===== src/rtl/kfpga_cfg_pkg.sv =====
// Shared types and sizing helpers for the tile configuration loader.
// Used by tile_config_loader and its shadow register.
package kfpga_cfg_pkg;

    typedef enum logic [1:0] {
        IDLE  = 2'd0,
        LOAD  = 2'd1,
        CHECK = 2'd2
    } cfg_state_t;

    localparam logic [1:0] ERR_NONE = 2'd0;
    localparam logic [1:0] ERR_CSUM = 2'd1;
    localparam logic [1:0] ERR_PAD  = 2'd2;

    function automatic int cfg_num_words(input int cw, input int ww);
        return (cw + ww - 1) / ww;
    endfunction

    function automatic int cfg_pad_bits(input int cw, input int ww);
        return cfg_num_words(cw, ww) * ww - cw;
    endfunction

endpackage


===== src/rtl/cfg_shadow_reg.sv =====
// Word-addressed shadow register assembling the tile config image.
// The final word is truncated to the bits that fit in CONFIG_WIDTH.
module cfg_shadow_reg
    import kfpga_cfg_pkg::*;
#(
    parameter int CONFIG_WIDTH = 524,
    parameter int WORD_WIDTH   = 8,
    parameter int CNT_W        = 7
) (
    input  logic                    clock,
    input  logic                    nreset,
    input  logic                    we,
    input  logic [CNT_W-1:0]        index,
    input  logic [WORD_WIDTH-1:0]   data,
    output logic [CONFIG_WIDTH-1:0] shadow
);

    localparam int NUM_WORDS = cfg_num_words(CONFIG_WIDTH, WORD_WIDTH);

    for (genvar w = 0; w < NUM_WORDS; w++) begin : g_word
        localparam int LO = w * WORD_WIDTH;
        localparam int N  = (CONFIG_WIDTH - LO < WORD_WIDTH) ?
                            (CONFIG_WIDTH - LO) : WORD_WIDTH;

        logic [N-1:0] q;

        // Capture this word slot when it is addressed.
        always_ff @(posedge clock or negedge nreset) begin
            if (!nreset)
                q <= '0;
            else if (we && index == CNT_W'(w))
                q <= data[N-1:0];
        end

        assign shadow[LO +: N] = q;
    end

endmodule


===== src/rtl/tile_config_loader.sv =====
// Byte-stream loader that verifies and atomically commits a tile config.
// Words fill a shadow image; a trailing XOR checksum gates the commit.
module tile_config_loader
    import kfpga_cfg_pkg::*;
#(
    parameter int CONFIG_WIDTH = 524,
    parameter int WORD_WIDTH   = 8
) (
    input  logic                    clock,
    input  logic                    nreset,
    input  logic                    start,
    input  logic                    in_valid,
    output logic                    in_ready,
    input  logic [WORD_WIDTH-1:0]   in_data,
    output logic [CONFIG_WIDTH-1:0] config_out,
    output logic                    tile_enable,
    output logic                    config_valid,
    output logic                    busy,
    output logic                    error,
    output logic [1:0]              error_code
);

    localparam int NUM_WORDS = cfg_num_words(CONFIG_WIDTH, WORD_WIDTH);
    localparam int PAD_BITS  = cfg_pad_bits(CONFIG_WIDTH, WORD_WIDTH);
    localparam int CNT_W     = $clog2(NUM_WORDS + 1);
    localparam logic [CNT_W-1:0] LAST = CNT_W'(NUM_WORDS - 1);

    cfg_state_t              state, state_d;
    logic [CNT_W-1:0]        count, count_d;
    logic [WORD_WIDTH-1:0]   acc, acc_d;
    logic                    pad_bad, pad_bad_d;
    logic [CONFIG_WIDTH-1:0] cfg_d;
    logic                    en_d, cv_d, err_d;
    logic [1:0]              code_d;
    logic                    wr_en;
    logic                    xfer;
    logic                    pad_nz;
    logic [CONFIG_WIDTH-1:0] shadow;

    assign busy     = (state == LOAD) || (state == CHECK);
    assign in_ready = busy;
    assign xfer     = in_valid && in_ready;
    assign pad_nz   = (in_data >> (WORD_WIDTH - PAD_BITS)) != '0;

    cfg_shadow_reg #(
        .CONFIG_WIDTH (CONFIG_WIDTH),
        .WORD_WIDTH   (WORD_WIDTH),
        .CNT_W        (CNT_W)
    ) u_shadow (
        .clock  (clock),
        .nreset (nreset),
        .we     (wr_en),
        .index  (count),
        .data   (in_data),
        .shadow (shadow)
    );

    // Next-state, checksum accumulation and commit decisions.
    always_comb begin
        state_d   = state;
        count_d   = count;
        acc_d     = acc;
        pad_bad_d = pad_bad;
        cfg_d     = config_out;
        en_d      = tile_enable;
        cv_d      = 1'b0;
        err_d     = error;
        code_d    = error_code;
        wr_en     = 1'b0;
        if (start) begin
            // Restart discards any word offered on this edge.
            state_d   = LOAD;
            count_d   = '0;
            acc_d     = '0;
            pad_bad_d = 1'b0;
            en_d      = 1'b0;
            err_d     = 1'b0;
            code_d    = ERR_NONE;
        end else begin
            case (state)
                LOAD: begin
                    if (xfer) begin
                        wr_en   = 1'b1;
                        acc_d   = acc ^ in_data;
                        count_d = count + 1'b1;
                        if (count == LAST) begin
                            state_d = CHECK;
                            if (pad_nz)
                                pad_bad_d = 1'b1;
                        end
                    end
                end
                CHECK: begin
                    if (xfer) begin
                        state_d = IDLE;
                        if (pad_bad) begin
                            err_d  = 1'b1;
                            code_d = ERR_PAD;
                        end else if (in_data != acc) begin
                            err_d  = 1'b1;
                            code_d = ERR_CSUM;
                        end else begin
                            cfg_d = shadow;
                            en_d  = 1'b1;
                            cv_d  = 1'b1;
                        end
                    end
                end
                default: ;
            endcase
        end
    end

    // State and output registers; reset clears the committed image too.
    always_ff @(posedge clock or negedge nreset) begin
        if (!nreset) begin
            state        <= IDLE;
            count        <= '0;
            acc          <= '0;
            pad_bad      <= 1'b0;
            config_out   <= '0;
            tile_enable  <= 1'b0;
            config_valid <= 1'b0;
            error        <= 1'b0;
            error_code   <= ERR_NONE;
        end else begin
            state        <= state_d;
            count        <= count_d;
            acc          <= acc_d;
            pad_bad      <= pad_bad_d;
            config_out   <= cfg_d;
            tile_enable  <= en_d;
            config_valid <= cv_d;
            error        <= err_d;
            error_code   <= code_d;
        end
    end

endmodule


===== config.mk =====
export PLATFORM = sky130hd
export DESIGN_NAME = tile_config_loader
export DESIGN_NICKNAME = d
export VERILOG_FILES = /design/src/rtl/kfpga_cfg_pkg.sv /design/src/rtl/cfg_shadow_reg.sv /design/src/rtl/tile_config_loader.sv
export SDC_FILE = /design/constraint.sdc
export NUM_CORES = 1
export LEC_CHECK = 0
export CAP_MARGIN = 20
export CORE_ASPECT_RATIO = 1.5
export CORE_MARGIN = 5
export CORE_UTILIZATION = 50
export DETAILED_ROUTE_END_ITERATION = 6
export PLACE_DENSITY_LB_ADDON = 0.25
export SLEW_MARGIN = 30
export SYNTH_ARGS = -nofsm -noshare
export SYNTH_HDL_FRONTEND = slang
export SYNTH_HIERARCHICAL = 1
export SYNTH_SLANG_ARGS = --single-unit

===== constraint.sdc =====
create_clock -name clock -period 2.4 [get_ports clock]
set_input_delay 0.48 -clock clock [delete_from_list [all_inputs] [get_ports clock]]
set_output_delay 0.48 -clock clock [all_outputs]
set_load 0.005 [all_outputs]

# Yosys cells after proc, flatten, opt, wreduce, memory -nomap -nowiden
# Index checks and enable logic that the tools add are counted.
# totals
reg_bits	1071
inputBits	12
out_inout_bits	531
elab_cells	275
# classes
addsub	1
eq_ne	73
n_mux	39
bitwise	4
reduce_logical	83
# ops
operator	count
equality test 7 x 6 -> 1 bit, second input constant	32
equality test 7 x 5 -> 1 bit, second input constant	16
logical AND 1 bit	67
equality test 7 x 4 -> 1 bit, second input constant	8
equality test 7 x 3 -> 1 bit, second input constant	4
two-way mux 8 bit	3
two-way mux 1 bit	23
two-way mux 7 bit	3
two-way mux 2 bit	9
equality test 7 x 2 -> 1 bit, second input constant	2
equality test 7 bit, second input constant	2
AND reduction 4 bit	3
nonzero test 2 bit	5
!= test 8 bit	1
nonzero test 8 bit	1
XOR 8 bit	1
adder 7 x 1 -> 7 bit, second input constant	1
equality test 7 x 1 -> 1 bit, second input constant	1
logical NOT 7 bit	1
!= test 3 bit, second input constant	2
nonzero test 3 bit	2
AND reduction 5 bit	1
!= test 2 bit, second input constant	2
one-hot mux 2 bit (2 select lines)	1
other kinds (7)	9

# Depth between registers and ports, before layout
# logic_depth
depth_word	7
depth_mapped	9
ltp_nobuf	6

# By module
# The synthesis kept the hierarchy.
# modules_own_cells
module	n_inst	cells_each	area_per_inst_um2	seq_area_each_um2
tile_config_loader	1	1227	20539.7	13688.1
cfg_shadow_reg	1	1227	19947.9	13112.6

# Worst setup path before layout
# OpenSTA, ideal clock, no wires.
# synth_timing
kind	register -> register
from	register state[1]
to	register u_shadow.g_word[14].q[1]
setup_time_ps	125
arrival_ps	2341
required_time_ps	2275
setup_slack_ps	-65
stages_incl_launch_ff	9
n_path_buf	2
period_less_slack_ps	2465
cell_sequence	dfrtp_1 > inv_1 > ha_1 > and3_1 > buf_2 > or4b_1 > buf_2 > nor4b_4 > mux2_2
# synth_between
elab_chain_len	7
word_cells_on_any_way	8
classes_between	2 x eq/ne; 3 x mux; 3 x reduce/logical
# synth_rtl
element	line	rtl
start, declared	tile_config_loader.sv:28	cfg_state_t state, state_d;
start signal, assigned	tile_config_loader.sv:127	state <= state_d;
equality test 2 x 1 -> 1 bit / equality test 2 bit (equally long branches)	tile_config_loader.sv:40, tile_config_loader.sv:80	
logical OR 1 bit	tile_config_loader.sv:40	assign busy = (state == LOAD) || (state == CHECK);
logical AND 1 bit	tile_config_loader.sv:42	assign xfer = in_valid && in_ready;
two-way mux 1 bit	tile_config_loader.sv:82	if (xfer) begin
two-way mux 1 bit *	tile_config_loader.sv:80	case (state)
two-way mux 1 bit *	tile_config_loader.sv:70	if (start) begin
net wr_en	tile_config_loader.sv:35	logic wr_en;
logical AND 1 bit *	cfg_shadow_reg.sv:31	else if (we && index == CNT_W'(w))
end signal, assigned	cfg_shadow_reg.sv:32	q <= data[N-1:0];
end, declared	cfg_shadow_reg.sv:25	logic [N-1:0] q;
# The timed path passes the listed nets; every way through them passes the cells marked *.
# A chain may end at the register's enable or synchronous reset.

# Final worst setup path
# layout_timing
from	register state[1]
to	register u_shadow.g_word[14].q[3]
# Same word-level chain as after synthesis.

==> metrics.md <==
| Metric | Value |
|---|---|
| Status | complete, no violations |
| P&R area growth vs syn | 28.7% |
| Pre-CTS setup slack | -0.505 ns |
| First DRT Iteration DRCs | 1107 |
| Final WS setup | 0.0265 ns |
| Post-synth top cells | dfrtp_1, mux2_2, mux2_1 |
| Busiest grt layer | met2 |
| Sinks on the clock net | 1071 |
| Share of the synthesized area in the top cell type | 66.2% |
| I/O pins | 543 |
| Setup Crit Path Kind | reg2reg |
| Clock Latency Late Sink | 0.64 ns |
| Slew headroom | 37.6% |
| Ys Warns | 6 |
| Mux contribution to synthesized area | 29.1% |
| Final setup violation count | 0 |
| Tmin final | 2.37 ns |
| Nets | 3179 |
| Initial DRT Pass Iterations | 5 |
| Largest cells by area after synthesis | dfrtp_1, mux2_2, mux2_1 |
| Vias after detailed routing | 23.2k |
| Core area | 0.0801 sq mm |
| Hold Crit Class | in2async |
| Mapped cell area | 0.0405 sq mm |
| Fin. Hold Viols | 0 |
| Placed Cells | 4091 |
| Full die area | 0.0869 sq mm |
| Layout cell share with drive strength beyond 1 | 41.7% |
| Final Non-Filler Cells | 4272 |
| Critical path required time | 2.92 ns |
| Largest family of logic cells by synthesized area | multiplexers |
| FP Rows | 127 |
| VDD IR max | 0.000648 V |
| Clock tree root driver cell | clkbuf_16 |
| Top_reg_cell synth | dfrtp_1 |
| Vias in the first global route | 26.2k |
| Setup Skew | 0.0165 ns |
| Clock transition at path regs | 0.06 ns |
| Critical Path Fanout Max | 8 |
| Gpl congestion | 0.828 |
| Cell taking the most area after synthesis | dfrtp_1 |
| Residual DRC | 0 |
| GR Util met1 | 30.7% |
| GRT Total Usage | 24.9% |
| Initial Util | 50.6% |
| XOR/XNOR Fraction of Synth Area | 0.476% |
| Seq/Total Area, Yosys | 66.2% |
| Crit path arrival time | 2.89 ns |
| PortBufs | 542 |
| Critical Path Start Type | register |
| Detail Route Antenna Nets | 0 |
| Dpl hpwl | 73.8 mm |
| Reg2reg path depth | 7 |
| TritonCTS Buffers | 96 |
| Final core utilization | 65.1% |
| Post-synth EDFFs | 0 |
| Clock buffer depth | 3 |
| Max-slew violation count | 0 |
| P_leak | 25.8 nW |
| Vias/cell | 5.43 |
| Fmax | 421 MHz |
| Worst Tran Pin Value | 0.936 ns |
| RSZ-0062 raised after global routing | yes |
| Final wirelength | 109 mm |
| PwrDens | 673 mW/mm^2 |
| Average wire per cell in the routed design | 25.5 um |
| Cell with the most instances after synthesis | dfrtp_1 |
| Async set or reset register ratio after synthesis | 100% |
| Met2 track demand over resource | 42.9% |
| Synthesized flop and latch total | 1071 |
| Synth Area in Adders | 0.124% |
| First-pass GRT wire length | 166 mm |
| # Max-Cap Violations | 0 |
| Met3 Usage GRT | 6.87% |
| Total global routing overflow | 0 |
| Setup crit end kind | register |
| Die Wd | 242 um |
| Post-synthesis compound-gate area fraction | 0.229% |
| H-tree Lvls | 3 |
| Fin crit share | 98.9% |
| Post-synth cell types | 45 |
| Simple-Gate Fraction of Synth Area | 2.11% |
| Die span in y | 359 um |
| CTS tree | built |
| Synth Net Count | 2470 |
| Initial antenna violation count | 4 |
| Largest net degree at the start of global routing | 82 |
| Mean post-synth cell area | 16.5 sq um |
| Post-Syn Instances | 2454 |
routing by layer:
| metal | share of wire (%) | wire (um) |
|---|---|---|
| met3 | 6.7 | 7300 |
| met2 | 51 | 55000 |
| met1 | 40 | 43000 |
| met4 | 3.1 | 3390 |
| met5 | 0 | 0 |
final cells by class:
class                   count  area [sq um]
fillers                  5676         28000
flip-flops and latches   1071         26800
multi-input cells        1230         13100
repair buffers            756          7720
clock buffers             138          2760
well taps                1032          1290
clock inverters            34           430
inverters                   8          30.0
diodes                      3          7.51
state kept, by name (all words and copies together) (netlist names):
register / cells
tile_enable: 1
acc: 8
config_out: 524
u_shadow/g_word.q: 524
pad_bad: 1
state: 2
error_code: 2
config_valid: 1
count: 7
error: 1
through the flow:
stage | hold WS (ns) | instance area, sq um | TNS, ns | total power [W]
6_report | 0.414 | 52100 | 0 | 0.0351
5_1_grt | 0.424 | 52100 | -0.0966 | 0.0363
4_1_cts | 0.413 | 52100 | 0 | 0.0355
3_5_place_dp | 0.472 | 48800 | -308.47 | 0.0199
3_3_place_gp | 0.466 | 48800 | -285.92 | 0.0198
2_1_floorplan | 0.184 | 40500 | -0.0348 | 0.0191
kinds of logic after synthesis:
| logic type | count (synthesis) |
|---|---|
| adders and majority gates | 4 |
| xor gates and xnor gates | 22 |
| muxes | 1048 |
| buffers and inverters | 153 |
| AOI/OAI and AO/OA | 13 |
| and+or+nand+nor | 143 |
| DFF | 1071 |
what timing repair did:
item / CTS / global route
endpoints found under the hold margin: 19 / 0
setup buffers: 5 / 1
gates resized for setup: 9 / 10
hold buffers: 1 / 0
endpoints found under the setup margin: 21 / 152
pin swaps: 2 / 1
worst paths after layout:
path / start / to / slack (ns)
setup reg to reg: state[1]$_DFFE_PN0P_ / u_shadow/g_word[14].q[3]$_DFFE_PN0P_ / 0.03
hold / removal: nreset / config_out[37]$_DFFE_PN0P_ / 0.41
min in group clock: in_data[7] / error$_DFFE_PN0P_ / 0.47
max in group asynchronous: nreset / config_out[124]$_DFFE_PN0P_ / 1.05
setup / recovery: state[1]$_DFFE_PN0P_ / u_shadow/g_word[14].q[3]$_DFFE_PN0P_ / 0.03
hold reg to reg: u_shadow/g_word[40].q[1]$_DFFE_PN0P_ / config_out[321]$_DFFE_PN0P_ / 0.48
power by group:
| part | internal (W) | switching (W) |
|---|---|---|
| logic | 0.000351 | 0.000769 |
| clock network | 0.00896 | 0.00657 |
| registers | 0.0183 | 0.000134 |
placed cells by master, fill, tap and decap left out, types with 4 or more instances in the layout:
cell | netlist | layout
xnor2_1 | 9 | 9
nor2b_1 | 5 | 4
dfrtp_1 | 1071 | 1070
clkbuf_16 | 0 | 96
clkbuf_1 | 79 | 22
buf_12 | 0 | 54
inv_1 | 8 | 5
nor4bb_1 | 7 | 4
nand4b_1 | 4 | 4
buf_4 | 17 | 164
mux2_1 | 103 | 102
nor2_1 | 31 | 31
xor2_1 | 13 | 13
bufinv_16 | 0 | 9
nor2_2 | 6 | 6
nand4_1 | 6 | 6
nand2b_1 | 5 | 5
nand2_1 | 46 | 43
clkbuf_8 | 0 | 20
clkdlybuf4s50_1 | 0 | 531
clkinv_2 | 0 | 17
mux2_2 | 945 | 945
worst max-delay path: stages (launching register included):
cell and delay, ns:
dfrtp_2 0.44, inv_2 0.09, ha_4 0.13, and3_4 0.19, or4b_4 0.56, nor4b_4 0.34, buf_6 0.18, mux2_2 0.34
(Power assumes the default switching activity.)
==> patch: new RTL, config.mk and constraints unchanged <==
`WORD_WIDTH` is set to 8 in 2 places; all go to 4.
--- a/src/rtl/cfg_shadow_reg.sv
+++ b/src/rtl/cfg_shadow_reg.sv
@@ -6,3 +6,3 @@
     parameter int CONFIG_WIDTH = 524,
-    parameter int WORD_WIDTH   = 8,
+    parameter int WORD_WIDTH   = 4,
     parameter int CNT_W        = 7
--- a/src/rtl/tile_config_loader.sv
+++ b/src/rtl/tile_config_loader.sv
@@ -6,3 +6,3 @@
     parameter int CONFIG_WIDTH = 524,
-    parameter int WORD_WIDTH   = 8
+    parameter int WORD_WIDTH   = 4
 ) (
Ports: changed (resized in_data); port bits go from 543 to 539. The function was not compared with the original's and may differ.
==> patch against the unedited design <==
Fmax up 1.3%. Critical path depth grew 2. Wire length increased by 0.68%. Sequential cell count decreased by 6. Total power increased by 1.5%. Critical endpoint is now u_shadow/g_word[117].q[2]. Cell area increased by 1.1%. Highest routed layer unchanged. Largest power group unchanged. First-iteration DRC count is 6.0% lower. Setup slack better by 31 ps. Area after synthesis is 1.9% higher. Critical path type unchanged. Largest cell class unchanged.
==> patch: results (changes against the unedited design) <==
status: finished, final reports clean
pin count of the biggest net entering global routing: 133 (+62%)
multi-input logic area: 0.0139 mm2 (+6.2%)
clock skew: 23.2 ps (+6.74 ps)
adder-cell share of the synthesized area: 0.00152 (+0.000281)
CP arrival: 2870 ps (-20 ps)
Plain + repair buffers: 736 (-2.6%)
Starting DRT DRC Count: 1041 (-6.0%)
diode count: 1 (-2)
syn_nets: 2532 (+2.5%)
worst slack, placed: -555 ps (-50.3 ps)
Final WS setup: 57.8 ps (+31.3 ps)
placed instance area: 0.0490 mm2 (+0.46%)
first-pass GRT wire length: 168000 um (+0.87%)
delay of the slowest critical-path stage: 420 ps (-140 ps)
DR WL/cell: 25.4 um (-0.30%)
Signal inverters: 6 (-2)
fillers: 5862 (+3.3%)
GRT Resource Usage Total: 0.246 (-0.00262)
Hold-fix buffers, CTS: 1 (unchanged)
setup bufs post-CTS: 3 (-2)
IO Port Bufs: 537 (-0.92%)
Vias/cell: 5.49 (+0.98%)
sequential fraction of the synthesis area: 0.646 (-0.0158)
Layout Nets: 3202 (+0.72%)
GPL Wtd Cong: 0.787 (-5.0%)
Synth Area in Compound Gates: 0.00206 (-0.000224)
Synth Register Bits: 1065 (-0.56%)
R2R depth: 9 (+2)
multi-input gates: 1284 (+4.4%)
Post-Place Cells: 4130 (+0.95%)
LEAKAGE: 26.5 nW (+2.4%)
Layout non-clock buf frac: 0.144 (-0.00429)
vias in the first global route: 26500 (+1.1%)
Detail Placement HPWL: 72800 um (-1.4%)
mux cell area share after synthesis: 0.287 (-0.00483)
relative slew slack: 0.411 (+0.0348)
crit path capture: u_shadow/g_word[117].q[2]
post_cts resized: 29 (+20)
worst hold path class: in -> reg
Synth top cells by count: dfrtp_1 (1065), mux2_2 (743), mux2_1 (306)
XOR/XNOR share of the synthesized area: 0.00255 (-0.00221)
sequential portion of the cell area: 0.506 (-0.00838)
post-synthesis cell type count: 47 (+4.4%)
synth top area cells: dfrtp_1 (65%), mux2_2 (20%), mux2_1 (8.4%), buf_6 (1.1%), clkbuf_1 (0.73%)
NetSw: 0.00793 W (+6.1%)
Worst path slowest cell: dfrtp_1
Routed WL: 109000 um (+0.68%)
flop-to-flop setup slack: 60 ps (+30 ps)
Peak VDD IR: 0.000556 V (-14%)
Avg Synthesized Cell Area: 16.4 um2 (-0.76%)
hold_ws: 346 ps (-67.7 ps)
ClkCell Share: 0.0613 (+0.000128)
largest registers: config_out (524), u_shadow/g_word.q (524), count (8)
initial antenna violation count: 0 (-4)
final core occ: 0.641 (-0.00952)
share of layout cells above drive strength 1: 0.364 (-0.0526)
core area: 0.0822 mm2 (+2.6%)
## patch: worst max-delay path: cells and delay by family (launching register included)
kind                     cells  cell delay [ps]
AND/OR/NAND/NOR              4              680
buffers and inverters        3              530
flip-flops                   1              420
multiplexers                 1              330
adder cells (fa/ha/maj)      1              270
## patch: power by group through the flow
| stage | clock, W | sequential (W) | combinational [W] |
|---|---|---|---|
| floorplan | 0 | 0.0185 | 0.000601 |
| global placement | 0 | 0.0185 | 0.00166 |
| detailed placement | 0 | 0.0185 | 0.00170 |
| CTS | 0.0161 | 0.0181 | 0.00174 |
| global route | 0.0167 | 0.0181 | 0.00191 |
| finish | 0.0157 | 0.0181 | 0.00176 |
## patch: layer usage
layer  wire [um]  share of wire  global-route usage
met5           0              0                   0
met4        4190          0.038              0.0900
met3        5880          0.054              0.0520
met2       55300           0.50               0.421
met1       44100           0.40               0.312
